[config.mk]
export PLATFORM = sky130hd
export DESIGN_NAME = cam_learn_ctrl
export DESIGN_NICKNAME = d
export VERILOG_FILES = /design/src/rtl/cam_learn_ctrl.sv
export SDC_FILE = /design/constraint.sdc
export NUM_CORES = 1
export LEC_CHECK = 0
export CORE_MARGIN = 1.5
export CORE_UTILIZATION = 44
export CTS_CLUSTER_DIAMETER = 40
export DETAILED_ROUTE_END_ITERATION = 10
export PLACE_DENSITY = 0.77
export SLEW_MARGIN = 20
export SYNTH_ARGS = -nofsm -noshare
export SYNTH_HDL_FRONTEND = slang
export SYNTH_SLANG_ARGS = --single-unit
export TNS_END_PERCENT = 20
[constraint.sdc]
create_clock -name clk -period 1.9 [get_ports clk]
set_clock_uncertainty 0.1 [all_clocks]
set_input_delay 0.475 -clock clk [delete_from_list [all_inputs] [get_ports clk]]
set_output_delay 0.475 -clock clk [all_outputs]
set_load 0.005 [all_outputs]
[src/rtl/cam_learn_ctrl.sv]
// cam_learn_ctrl: lookup/learn sequencer in front of a DEPTHxKEY_W exact-match CAM.
// Optional build macro: CAM_LEARN_STATS_EN (adds stat_hits/stat_misses/stat_evicts).
//
// Ports:
//   clk, rst            rising-edge clock, async active-high reset
//   req_valid/ready     request handshake (ready only while idle)
//   req_op, req_key     0 = lookup, 1 = learn; key to search/insert
//   rsp_valid/ready     response handshake
//   rsp_hit/addr/new/evict  result of the transaction
//   cam_we/waddr/data/search  CAM control pins
//   cam_saddr, cam_found      CAM priority-match address / any-match
//   stat_*              (CAM_LEARN_STATS_EN) saturating 16-bit counters
module cam_learn_ctrl #(
  parameter int DEPTH  = 16,
  parameter int ADDR_W = 4,
  parameter int KEY_W  = 16
) (
  input  logic              clk,
  input  logic              rst,
  input  logic              req_valid,
  output logic              req_ready,
  input  logic              req_op,
  input  logic [KEY_W-1:0]  req_key,
  output logic              rsp_valid,
  input  logic              rsp_ready,
  output logic              rsp_hit,
  output logic [ADDR_W-1:0] rsp_addr,
  output logic              rsp_new,
  output logic              rsp_evict,
  output logic              cam_we,
  output logic [ADDR_W-1:0] cam_waddr,
  output logic [KEY_W-1:0]  cam_data,
  output logic              cam_search,
  input  logic [ADDR_W-1:0] cam_saddr,
  input  logic              cam_found
`ifdef CAM_LEARN_STATS_EN
  ,
  output logic [15:0]       stat_hits,
  output logic [15:0]       stat_misses,
  output logic [15:0]       stat_evicts
`endif
);

  typedef enum logic [2:0] {
    IDLE,
    SEARCH,
    CAPTURE,
    WRITE,
    RESP
  } state_t;

  localparam logic [ADDR_W:0] FULL_CNT = (ADDR_W+1)'(DEPTH);

  state_t              state_q;
  logic [ADDR_W:0]     fill_cnt_q;
  logic [ADDR_W-1:0]   rr_ptr_q;
  logic [KEY_W-1:0]    key_q;
  logic                op_q;
  logic                found_q;
  logic [ADDR_W-1:0]   saddr_q;
  logic [ADDR_W-1:0]   vaddr_q;
  logic                hit_q;
  logic                new_q;
  logic                evict_q;
  logic                valid_q;
  logic                ready_q;
  logic                we_q;
  logic [ADDR_W-1:0]   waddr_q;
  logic [KEY_W-1:0]    data_q;
  logic                search_q;

  logic                full;
  logic [ADDR_W-1:0]   victim;
  logic                hit;

  assign full   = (fill_cnt_q == FULL_CNT);
  assign victim = full ? rr_ptr_q : fill_cnt_q[ADDR_W-1:0];

  // Unwritten slots hold zero, so a match there is not a real hit.
  assign hit = found_q &&
               (full || ({1'b0, cam_saddr} < fill_cnt_q));

  assign req_ready  = ready_q;
  assign rsp_valid  = valid_q;
  assign rsp_hit    = hit_q;
  // Hit reports the captured match address; otherwise the victim (0 on lookup miss).
  assign rsp_addr   = hit_q ? saddr_q : vaddr_q;
  assign rsp_new    = new_q;
  assign rsp_evict  = evict_q;
  assign cam_we     = we_q;
  assign cam_waddr  = waddr_q;
  assign cam_data   = data_q;
  assign cam_search = search_q;

  always_ff @(posedge clk or posedge rst) begin
    if (rst) begin
      state_q    <= IDLE;
      fill_cnt_q <= '0;
      rr_ptr_q   <= '0;
      key_q      <= '0;
      op_q       <= 1'b0;
      found_q    <= 1'b0;
      saddr_q    <= '0;
      vaddr_q    <= '0;
      hit_q      <= 1'b0;
      new_q      <= 1'b0;
      evict_q    <= 1'b0;
      valid_q    <= 1'b0;
      ready_q    <= 1'b1;
      we_q       <= 1'b0;
      waddr_q    <= '0;
      data_q     <= '0;
      search_q   <= 1'b0;
    end else begin
      unique case (state_q)
        IDLE: begin
          if (req_valid) begin
            key_q    <= req_key;
            op_q     <= req_op;
            ready_q  <= 1'b0;
            data_q   <= req_key;
            search_q <= 1'b1;
            state_q  <= SEARCH;
          end
        end
        SEARCH: begin
          found_q <= cam_found;
          state_q <= CAPTURE;
        end
        CAPTURE: begin
          saddr_q  <= cam_saddr;
          search_q <= 1'b0;
          if (hit) begin
            hit_q   <= 1'b1;
            vaddr_q <= '0;
            valid_q <= 1'b1;
            data_q  <= '0;
            state_q <= RESP;
          end else if (!op_q) begin
            vaddr_q <= '0;
            valid_q <= 1'b1;
            data_q  <= '0;
            state_q <= RESP;
          end else begin
            // data_q still holds key_q for the write cycle
            we_q    <= 1'b1;
            waddr_q <= victim;
            state_q <= WRITE;
          end
        end
        WRITE: begin
          we_q    <= 1'b0;
          waddr_q <= '0;
          data_q  <= '0;
          if (full) begin
            rr_ptr_q <= rr_ptr_q + 1'b1;
            evict_q  <= 1'b1;
          end else begin
            fill_cnt_q <= fill_cnt_q + 1'b1;
          end
          new_q   <= 1'b1;
          vaddr_q <= victim;
          valid_q <= 1'b1;
          state_q <= RESP;
        end
        RESP: begin
          if (rsp_ready) begin
            hit_q   <= 1'b0;
            new_q   <= 1'b0;
            evict_q <= 1'b0;
            vaddr_q <= '0;
            valid_q <= 1'b0;
            ready_q <= 1'b1;
            state_q <= IDLE;
          end
        end
        default: state_q <= IDLE;
      endcase
    end
  end

`ifdef CAM_LEARN_STATS_EN
  logic [15:0] hits_q;
  logic [15:0] misses_q;
  logic [15:0] evicts_q;

  assign stat_hits   = hits_q;
  assign stat_misses = misses_q;
  assign stat_evicts = evicts_q;

  always_ff @(posedge clk or posedge rst) begin
    if (rst) begin
      hits_q   <= '0;
      misses_q <= '0;
      evicts_q <= '0;
    end else if (valid_q && rsp_ready) begin
      if (hit_q && hits_q != 16'hFFFF)
        hits_q <= hits_q + 16'd1;
      if (!hit_q && misses_q != 16'hFFFF)
        misses_q <= misses_q + 16'd1;
      if (evict_q && evicts_q != 16'hFFFF)
        evicts_q <= evicts_q + 16'd1;
    end
  end
`endif

endmodule
# ---- Word-level counts from Yosys, hierarchy flattened
# Index checks and enable logic that the tools add are counted.
# Widths: inputs -> output; s select.
dict set report classes {
  n_eq_ne 12
  magnitude_cmp 1
  add_sub_neg 2
  bitwise 1
  n_mux 35
  n_reduce_logical 22
}
# op n
set op_table {}
lappend op_table {{$mux 16} 3}
lappend op_table {{$pmux 16 s3} 1}
lappend op_table {{$mux 4} 7}
lappend op_table {{$reduce_and 3->1} 6}
lappend op_table {{$pmux 3 s5} 1}
lappend op_table {{$mux 3} 4}
lappend op_table {{$ne 2x2->1 const B} 6}
lappend op_table {{$pmux 1 s2} 6}
lappend op_table {{$pmux 4 s3} 1}
lappend op_table {{$reduce_and 2->1} 6}
lappend op_table {{$mux 1} 10}
lappend op_table {{$reduce_bool 2->1} 5}
lappend op_table {{$pmux 4 s2} 1}
lappend op_table {{$eq 3x2->1 const B} 2}
lappend op_table {{$reduce_bool 3->1} 2}
lappend op_table {{$add 5x1->5 const B} 1}
lappend op_table {{$eq 5x5->1 const B} 1}
lappend op_table {{$lt 4x5->1} 1}
lappend op_table {{$add 4x1->4 const B} 1}
lappend op_table {{$eq 3x1->1 const B} 1}
lappend op_table {{$eq 3x3->1 const B} 1}
lappend op_table {{$logic_not 3->1} 1}
lappend op_table {{$ne 3x3->1 const B} 1}
lappend op_table {{$pmux 1 s3} 1}
lappend op_table {{3 further kinds} 3}
dict set report totals {
  reg_bits 49
  input_bits 26
  out_inout_bits 31
  word_cells 89
}

# ---- Depth between registers and ports, before layout
# Gate-level depths: netlist (run 1).
dict set report depth {
  depth_word 5
  depth_mapped 7
  depth_no_buf 6
}

# ---- Worst setup path before layout (run 1)
# No wires, ideal clock.
dict set report synth_timing {
  path_kind {input port to flip-flop}
  from {input cam_saddr[3]}
  to {register data_q[0] (netlist: cam_data[0])}
  t_required_ps 1683
  n_path_buf 1
  slack_ps 39
  stages 6
  setup_ps 117
  arrival_time_ps 1643
  path_cell_list {ha_1 > and3b_1 > and2_4 > a211oi_4 > buf_6 > o21ai_2}
}
dict set report synth_between {
  elab_chain_cells 5
  word_cells_on_any_way 7
  classes_between {1 x order compare; 1 x eq/ne; 2 x mux; 3 x reduce/logical}
}
# element line
set synth_lines {}
lappend synth_lines {{start: declaration} 34} ;# input logic [ADDR_W-1:0] cam_saddr,
lappend synth_lines {{$lt 4x5->1 *} 81} ;# (full || ({1'b0, cam_saddr} < fill_cnt_q));
lappend synth_lines {{$logic_or 1x1->1 *} 81}
lappend synth_lines {{$logic_and 1x1->1 *} 80} ;# assign hit = found_q &&
lappend synth_lines {{$ne 3x3->1 (no line) or $mux 16 (tied branches)} -}
lappend synth_lines {{$reduce_and 3->1 (no line) or $pmux 16 s3 (tied branches)} -}
lappend synth_lines {{end signal: assignment} 121} ;# data_q <= req_key;
lappend synth_lines {{end: declaration} 69} ;# logic [KEY_W-1:0] data_q;
# Mark *: on every way between the ends. The rest lies on a longest branch, timed or not.
# A chain may end at the register's enable or synchronous reset.

# ---- Worst setup path after layout (run 1)
dict set report layout_timing {
  from {register hit_q (netlist: rsp_hit)}
  to {output rsp_hit}
}
# element line
set layout_rtl {}
lappend layout_rtl {{start: declaration} 62} ;# logic hit_q;
lappend layout_rtl {{start signal: assignment} 105} ;# hit_q <= 1'b0;
lappend layout_rtl {{start signal: assignment} 134} ;# hit_q <= 1'b1;
lappend layout_rtl {{start signal: assignment} 168} ;# hit_q <= 1'b0;
lappend layout_rtl {{end: declaration} 26} ;# output logic rsp_hit,
# No word-level cell between the ends.

==> reports/metrics.cfg, run 1 <==
[sta]
finalCritPeriodShare_pct = 98.60
relSlewSlack_pct = 75.46
grt_setup_unrepaired = true
period_needed_ns = 1.873
setup_viol = 0
tightestPinTransition_ns = 0.3676
hold_violations = 0
final-max-slew-violation-count = 0
fmax_ghz = 0.5338
fin_tns_setup_ns = 0

[cts]
clk_latency_ns = 0.30
cts_buffers = 5
root_buffer = clkbuf_8
cts_tree = done
postCtsHoldBufs = 0
ctsLongestPathBuffers = 2
cts.reportedPaths.clkPinSlew_ns = 0.09
cts_max_level = 2
clock_sinks = 49

[pwr]
power.density_mw_per_mm2 = 1428
p_leak_nw = 1.545
peakVddDrop_uv = 698.4

[synthesis]
synth_area_leader_cell = dfrtp_1
synth.most_common_cell = dfrtp_1
netlist.area_leader.share_pct = 50.93
ys_types = 45
synthTopCellsByArea = dfrtp_1 (51%), nand2_1 (6.0%), inv_1 (4.5%)
ys_warn_count = 0
syn-mean-instance-area_um2 = 10.21
synth_seq_area_share_pct = 52.04
ys_ff_latch = 49
syn_inst = 231
syn_area_mm2 = 0.002359
synthTopCellsByCount = dfrtp_1 (48), nand2_1 (38), inv_1 (28)
async_flop_share_pct = 100.0
syn_nets = 263
synth_edf_count = 0
synthFlopType = dfrtp_1

[global_routing]
use_met2_pct = 37.86
grt_start_max_net_pins = 23
busiest_layer = met2
grt.overflow.total = 0
grt_pass1_vias = 2002
use_met1_pct = 26.08
use_met3_pct = 4.790
antenna_found_initial = 0
grt_pass1_wl_mm = 9.818
track_usage_pct = 21.43

[critical_path]
critPathKind = reg -> out
cp-end-kind = primary output
cp_data_arrival_time_ns = 1.30
critical_path.max_fanout = 7
required_ns = 1.32
start_kind = flip-flop

[drt]
wl_mm = 5.912
ant_nets = 0
drc = 0
via_per_inst = 5.107
wl_per_cell_um = 15.08
firstDrtPassIters = 4
drt_iter0_drc = 59
vias = 2002

[die]
die_area_mm2 = 0.005809
initial_core_util_pct = 45.89
ios = 57
coreArea_mm2 = 0.005140
die_x_um = 76.22
die_h_um = 76.22
num_rows = 26

[place]
portBuffers = 56
placement.cell_area_mm2 = 0.003173
dpl.hpwl_mm = 4.070
place_inst = 374
place_congestion = 0.7941

[hold_path]
hold_class = in -> async

[final_layout]
final_area_mm2 = 0.003432
area_delta_synth_final_pct = 45.52
fin_nets = 353
multi_input_area_mm2 = 0.001062
final_cell_count_no_fill = 392
diodes = 0
seq_area_mm2 = 0.001229
drive_gt1_share_pct = 25.47
finish.utilization_pct = 66.77
fill_cells = 441

[status]
status = completed

[flow_run]
cap_violations = 0

[cell usage in the layout (no fill, tap or decap), drive strengths merged, types with 6 or more instances in the layout]
| master | instances |
|---|---|
| mux2 | 6 |
| inv | 28 |
| a21oi | 10 |
| nor2 | 11 |
| dlygate4sd2 | 6 |
| o21ai | 26 |
| ha | 6 |
| clkbuf | 9 |
| nand2 | 38 |
| xnor2 | 6 |
| dfrtp | 48 |
| clkdlybuf4s50 | 47 |
| buf | 34 |
[worst paths after layout]
path                                           start                 endpoint  slack [ns]  cells after the start
min in group clk             rr_ptr_q[3]$_DFFE_PP0P_  rr_ptr_q[3]$_DFFE_PP0P_        0.41                      1
setup / recovery                 rsp_hit$_DFFE_PP0P_                  rsp_hit        0.03                      3
hold / removal                                   rst   saddr_q[3]$_DFFE_PP0P_        0.36                      2
hold reg to reg              rr_ptr_q[3]$_DFFE_PP0P_  rr_ptr_q[3]$_DFFE_PP0P_        0.41                      1
max in group asynchronous                        rst  cam_data[8]$_DFFE_PP0P_        0.82                      3
setup reg to reg           fill_cnt_q[2]$_DFFE_PP0P_  cam_data[6]$_DFFE_PP0P_        0.04                      9
[registers in the layout (all words and copies together) (netlist names)]
register / flops
cam_data: 16
cam_search: 1
cam_waddr: 4
cam_we: 1
fill_cnt_q: 5
found_q: 1
op_q: 1
req_ready: 1
rr_ptr_q: 4
rsp_evict: 1
rsp_hit: 1
rsp_new: 1
rsp_valid: 1
saddr_q: 4
state_q: 3
vaddr_q: 4
[timing repair]
action                     in CTS  in global routing
pin swaps                       4                  2
cloned                          1                  0
buffers inserted                3                  6
gates resized for setup        25                 14
setup endpoints to repair      35                 28
[layout make-up]
| class | instances | area share (%) |
|---|---|---|
| flip-flops and latches | 49 | 35.80 |
| multi-input cells | 147 | 30.95 |
| repair buffers | 90 | 25.01 |
| inverters | 28 | 3.062 |
| clock buffers | 8 | 2.625 |
| well taps | 70 | 2.552 |
[per-layer routing]
| layer | routed length (µm) | up-vias | part of all wire [%] |
|---|---|---|---|
| met5 | 0 | - | 0 |
| met1 | 2621 | 982 | 44 |
| met4 | 82 | 0 | 1.4 |
| li1 | - | 964 | - |
| met3 | 260 | 7 | 4.4 |
| met2 | 2948 | 49 | 50 |
[stage by stage]
stage	power [mW]	setup slack [ns]	hold slack (ns)
2_1_floorplan	2.862	0.03943	0.3446
3_3_place_gp	3.891	-0.4493	0.3817
3_5_place_dp	3.952	-0.5048	0.3745
4_1_cts	4.791	-0.1079	0.3672
5_1_grt	5.248	-0.03369	0.3869
6_report	4.900	0.02654	0.3608
[power breakdown]
group	internal (mW)	total (mW)	switching, mW	leakage, nW
Clock	0.297	0.622	0.325	0.0455
Sequential	1.43	1.71	0.283	0.614
Combinational	1.42	2.57	1.15	0.886
Total	3.14	4.90	1.76	1.55
[worst max-delay path, cell delays in order, from the launching register on]
cell and delay [ns]:
dfrtp_2 0.46, buf_4 0.16, buf_4 0.13, dlygate4sd2_1 0.26
[logic make-up (layout without fill, tap and decap cells)]
kind of cell | Yosys count | in the layout | synth area share [%]
mux | 6 | 6 | 2.865
compound gates | 57 | 57 | 17.98
xor+xnor | 7 | 7 | 2.600
buf+inv | 35 | 126 | 6.101
fa+ha+maj | 6 | 6 | 3.183
simple gates | 71 | 71 | 15.23
flops | 49 | 49 | 52.04
(Power assumes the default switching activity.)
==> inputs of run 2 (changes only) <==
CORE_MARGIN = default   (was 1.5)
==> run 2 against run 1 <==
Combinational power down 5%. Clock power up 6.1%. Clock-buffer cell count down 1. Register-to-register slack better by 0.03 ns. Power down 1.6%. Hold slack worse by 0.020 ns. First-iteration DRC count up 90%. Maximum frequency up 2.5%. Non-clock buffer count down 1. Critical endpoint is now cam_data[2]$_DFFE_PP0P_.
==> reports/metrics.cfg, run 2 (same netlist as run 1, synthesis figures left out) <==
[drt]
ant_nets = 0  ; unchanged
wl_per_cell_um = 14.34  ; -4.9%
via_per_inst = 5.090  ; -0.35%
vias = 1990  ; -0.60%
firstDrtPassIters = 4  ; unchanged
wl_mm = 5.607  ; -5.2%
drt_iter0_drc = 112  ; +90%
drc = 0  ; unchanged

[cts]
cts.reportedPaths.clkPinSlew_ns = 0.09  ; about the same
clock_sinks = 49  ; unchanged
cts_buffers = 5  ; unchanged
cts_tree = done
ctsLongestPathBuffers = 2  ; unchanged
root_buffer = clkbuf_8
clk_latency_ns = 0.30  ; about the same
cts_max_level = 2  ; unchanged

[die]
num_rows = 26  ; unchanged
ios = 57  ; unchanged
coreArea_mm2 = 0.005140  ; unchanged
initial_core_util_pct = 45.89  ; unchanged
die_x_um = 75.22  ; -1.3%
die_h_um = 75.22  ; -1.3%
die_area_mm2 = 0.005657  ; -2.6%

[final_layout]
drive_gt1_share_pct = 24.92  ; -0.54 points
area_delta_synth_final_pct = 44.62
fill_cells = 432  ; -2.0%
diodes = 0  ; unchanged
largest_reg_flops = 16  ; unchanged
fin_nets = 352  ; -0.28%
layout_common_cells = dfrtp_1 (47), clkdlybuf4s50_1 (47), nand2_1 (38)
final_cell_count_no_fill = 391  ; -0.26%

[sta]
period_needed_ns = 1.828  ; -0.04527 ns
relSlewSlack_pct = 70.99  ; -4.5 points
fmax_ghz = 0.5470  ; +2.5%
grt_setup_unrepaired = true
tightestPinTransition_ns = 0.4352  ; +0.06759 ns
final-max-slew-violation-count = 0  ; unchanged
setup_viol = 0  ; unchanged
finalCritPeriodShare_pct = 96.22  ; -2.4 points
hold_violations = 0  ; unchanged

[critical_path]
path_cells = inv_2 -> ha_4 -> and3b_1 -> and2_4 -> a211oi_4 -> buf_6 -> buf_16 -> o21ai_2
path_delay_family = flip-flops
critical_path.max_fanout = 8  ; +1
start_kind = flip-flop
crit_buf_inv = 3  ; unchanged
required_ns = 1.99  ; +0.67 ns
cp-startpoint = fill_cnt_q[3]$_DFFE_PP0P_
cp_slowest_stage_delay_ns = 0.39  ; -0.07 ns
r2r-start = fill_cnt_q[3]$_DFFE_PP0P_
cp_data_arrival_time_ns = 1.92  ; +0.62 ns
cp-end-kind = flip-flop
critPathKind = reg -> reg
cp_slowest_cell = dfrtp_1

[place]
dpl.hpwl_mm = 3.917  ; -3.8%
place_inst = 373  ; -0.27%
place_congestion = 0.7856  ; -1.1%
portBuffers = 56  ; unchanged

[pwr]
power.density_mw_per_mm2 = 1413  ; -0.99%
p_leak_nw = 1.548  ; +0.16%
totalPowerFinal_mw = 4.821  ; -1.6%
peakVddDrop_uv = 675.9  ; -3.2%

[global_routing]
grt_pass1_vias = 1964  ; -1.9%
grt_pass1_wl_mm = 9.039  ; -7.9%
track_usage_pct = 21.66  ; +0.23 points
antenna_found_initial = 0  ; unchanged
grt.overflow.total = 0  ; unchanged
grt_start_max_net_pins = 24  ; +4.3%

[status]
status = completed

[flow_run]
cap_violations = 0  ; unchanged

[hold_path]
hold_class = in -> async

run 2: power breakdown:
group,internal [mW],switching (mW)
Clock,0.329,0.331
Combinational,1.34,1.09
Sequential,1.43,0.307
run 2: worst paths after layout:
kind / end / slack [ns] / cells past startpoint
setup / recovery: cam_data[2]$_DFFE_PP0P_ / 0.07 / 8
hold / removal: fill_cnt_q[4]$_DFFE_PP0P_ / 0.34 / 2
hold reg to reg: rr_ptr_q[3]$_DFFE_PP0P_ / 0.38 / 1
max in group asynchronous: cam_data[6]$_DFFE_PP0P_ / 0.85 / 3
setup reg to reg: cam_data[2]$_DFFE_PP0P_ / 0.07 / 8
min in group clk: rr_ptr_q[3]$_DFFE_PP0P_ / 0.38 / 1
run 2: timing repair:
item                       4_1_cts  5_1_grt
hold buffers                     0        0
setup endpoints to repair       34       22
pin swaps                        8        2
gates resized for setup         20       10
buffers inserted                 4        6
cloned                           1        0
run 2: final cells by class:
class	count	area, µm²	share of cell area, %
Sequential cell	49	1229	36.02
Tap cell	70	87.58	2.568
Clock buffer	7	96.34	2.825
Multi-Input combinational cell	147	1055	30.92
Timing Repair Buffer	89	833.3	24.43
Clock inverter	1	5.005	0.1467
Inverter	28	105.1	3.081
run 2: per-layer routing:
layer  vias up  GRT usage, %  routed length (µm)
met5         -             0                   0
met4         0         8.230                  78
met3         7         5.756                 287
met2        57         37.14                2744
met1       954         26.15                2497
li1        972             -                   -
run 2: metrics by stage:
stage                     hold slack (ns)  instance area (µm²)  utilization, %  worst slack (ns)  setup TNS, ns
after floorplan                    0.3446                 2359               -           0.03943              0
final                              0.3412                 3411           66.36           0.07180              0
after global routing               0.3637                 3411           66.36          -0.02269       -0.02807
after detailed placement           0.3659                 3166           61.59           -0.4450         -11.79
after CTS                          0.3404                 3361           65.38           -0.1051        -0.1080
after global placement             0.3640                 3166           61.59           -0.4433         -11.31
==> inputs of run 3 (changes only) <==
CORE_MARGIN = 5   (was default)
SETUP_SLACK_MARGIN = 0.15   (was default)
==> run 3 against run 2 <==
Power is 2.0% higher. Cell area grew 2.9%. First-iteration DRC count down 60%. Routed wire length rose by 6.6%. Register-to-register slack better by 0.04 ns. Via count hardly changed. Sequential power about the same. Worst setup slack better by 0.032 ns. Combinational power grew 4%. Final cell count increased by 1.3%. Largest cell class unchanged.
==> reports/metrics.cfg, run 3 (same netlist as run 1, synthesis figures left out) <==
[global_routing]
grt_pass1_vias = 2008  ; +2.2%
antenna_found_initial = 0  ; unchanged
grt_start_max_net_pins = 23  ; -4.2%
track_usage_pct = 17.21  ; -4.4 points
grt.overflow.total = 0  ; unchanged
grt_pass1_wl_mm = 9.791  ; +8.3%

[final_layout]
final_common_cell = dfrtp_1
largest_reg_flops = 16  ; unchanged
fill_cells = 395  ; -8.6%
area_delta_synth_final_pct = 48.75
final_cell_count_no_fill = 396  ; +1.3%
layout_common_cells = dfrtp_1 (46), nand2_1 (37), clkdlybuf4s50_1 (34)
diodes = 0  ; unchanged
drive_gt1_share_pct = 30.98  ; +6.1 points
fin_nets = 357  ; +1.4%

[cts]
cts_buffers = 5  ; unchanged
cts_tree = done
ctsLongestPathBuffers = 2  ; unchanged
postCtsHoldBufs = 0  ; unchanged
clk_latency_ns = 0.30  ; about the same
clock_sinks = 49  ; unchanged
cts.reportedPaths.clkPinSlew_ns = 0.08  ; about the same
root_buffer = clkbuf_8
cts_max_level = 2  ; unchanged

[critical_path]
cp-end-kind = flip-flop
critPathKind = in -> reg
r2r-start = fill_cnt_q[3]$_DFFE_PP0P_
critical_path.max_fanout = 8  ; unchanged
rr_worst_depth = 8  ; unchanged
start_kind = primary input
reg2reg_to = cam_data[9]$_DFFE_PP0P_
rrSetupSlack_ns = 0.11  ; +0.04 ns
cp_data_arrival_time_ns = 1.89  ; -0.03 ns
required_ns = 2.00  ; about the same

[drt]
via_per_inst = 5.028  ; -1.2%
wl_per_cell_um = 15.09  ; +5.2%
firstDrtPassIters = 4  ; unchanged
vias = 1991  ; +0.050%
drt_iter0_drc = 45  ; -60%
ant_nets = 0  ; unchanged
wl_mm = 5.976  ; +6.6%
drc = 0  ; unchanged

[die]
die_area_mm2 = 0.006925  ; +22%
coreArea_mm2 = 0.005172  ; +0.63%
die_x_um = 83.22  ; +11%
ios = 57  ; unchanged
initial_core_util_pct = 45.60  ; -0.29 points
num_rows = 26  ; unchanged
die_h_um = 83.22  ; +11%

[pwr]
p_leak_nw = 1.596  ; +3.1%
peakVddDrop_uv = 692.6  ; +2.5%
totalPowerFinal_mw = 4.917  ; +2.0%
power.density_mw_per_mm2 = 1401  ; -0.85%

[sta]
fmax_ghz = 0.5569  ; +1.8%
hold_ws_ns = 0.3499  ; +0.008742 ns
tightestPinTransition_ns = 0.3963  ; -0.03886 ns
period_needed_ns = 1.796  ; -0.03248 ns
finalCritPeriodShare_pct = 94.51  ; -1.7 points
hold_violations = 0  ; unchanged
setup_viol = 0  ; unchanged
final-max-slew-violation-count = 0  ; unchanged
grt_setup_unrepaired = true
worst_slack_ns = 0.1043  ; +0.03248 ns
relSlewSlack_pct = 73.58  ; +2.6 points

[hold_path]
hold_class = in -> async

[place]
place_congestion = 0.7942  ; +1.1%
place_inst = 371  ; -0.54%
portBuffers = 56  ; unchanged
dpl.hpwl_mm = 4.114  ; +5.0%
post-place-ws_ns = -0.4359  ; +0.009103 ns

[flow_run]
cap_violations = 0  ; unchanged

[status]
status = completed

-- run 3: how the worst max path moves through the flow --
stage                                          from                 endpoint  slack (ns)  cells past startpoint
after global routing      fill_cnt_q[3]$_DFFE_PP0P_  cam_data[1]$_DFFE_PP0P_        0.06                      8
after CTS                 fill_cnt_q[3]$_DFFE_PP0P_  cam_data[9]$_DFFE_PP0P_        0.07                      8
final                                  cam_saddr[3]  cam_data[9]$_DFFE_PP0P_        0.10                      8
after floorplan                        cam_saddr[3]  cam_data[0]$_DFFE_PP0P_        0.14                      6
after detailed placement               cam_saddr[3]   vaddr_q[1]$_DFFE_PP0P_       -0.44                      6
after global placement                 cam_saddr[3]   vaddr_q[1]$_DFFE_PP0P_       -0.39                      6
-- run 3: layer usage --
layer | global-route usage, % | vias to the layer above | wire, µm
li1 | - | 973 | -
met1 | 22.70 | 957 | 2656
met2 | 28.21 | 55 | 2895
met3 | 4.554 | 6 | 334
met4 | 4.160 | 0 | 89
met5 | 0 | - | 0
-- run 3: worst max-delay path, cell delays in order --
cell	delay (ns)
dlygate4sd2_1	0.27
ha_4	0.17
nor2b_4	0.12
o211a_4	0.29
a211oi_4	0.22
buf_6	0.15
buf_12	0.13
o21ai_1	0.06
-- run 3: through the flow --
step / instance area (µm²) / utilization [%] / setup TNS, ns
2_1_floorplan: 2406 / - / 0
3_3_place_gp: 3211 / 62.07 / -10.27
3_5_place_dp: 3211 / 62.07 / -11.27
4_1_cts: 3402 / 65.77 / 0
5_1_grt: 3508 / 67.83 / 0
6_report: 3508 / 67.83 / 0
-- run 3: area by class of cell --
type / instances / area, µm² / area share [%]
clock inverters: 1 / 5.005 / 0.1427
well taps: 70 / 87.58 / 2.496
inverters: 28 / 105.1 / 2.996
multi-input cells: 147 / 1120 / 31.92
repair buffers: 94 / 864.6 / 24.64
flip-flops and latches: 49 / 1230 / 35.06
clock buffers: 7 / 96.34 / 2.746
-- run 3: what timing repair did --
action	4_1_cts	5_1_grt
gates cloned	1	0
pin swaps	15	11
buffers inserted	7	9
setup endpoints to repair	53	45
resized for setup	60	12
-- run 3: report_power, final --
part           switching (mW)  internal [mW]
combinational            1.18           1.36
sequential              0.287           1.43
clock                   0.338          0.329
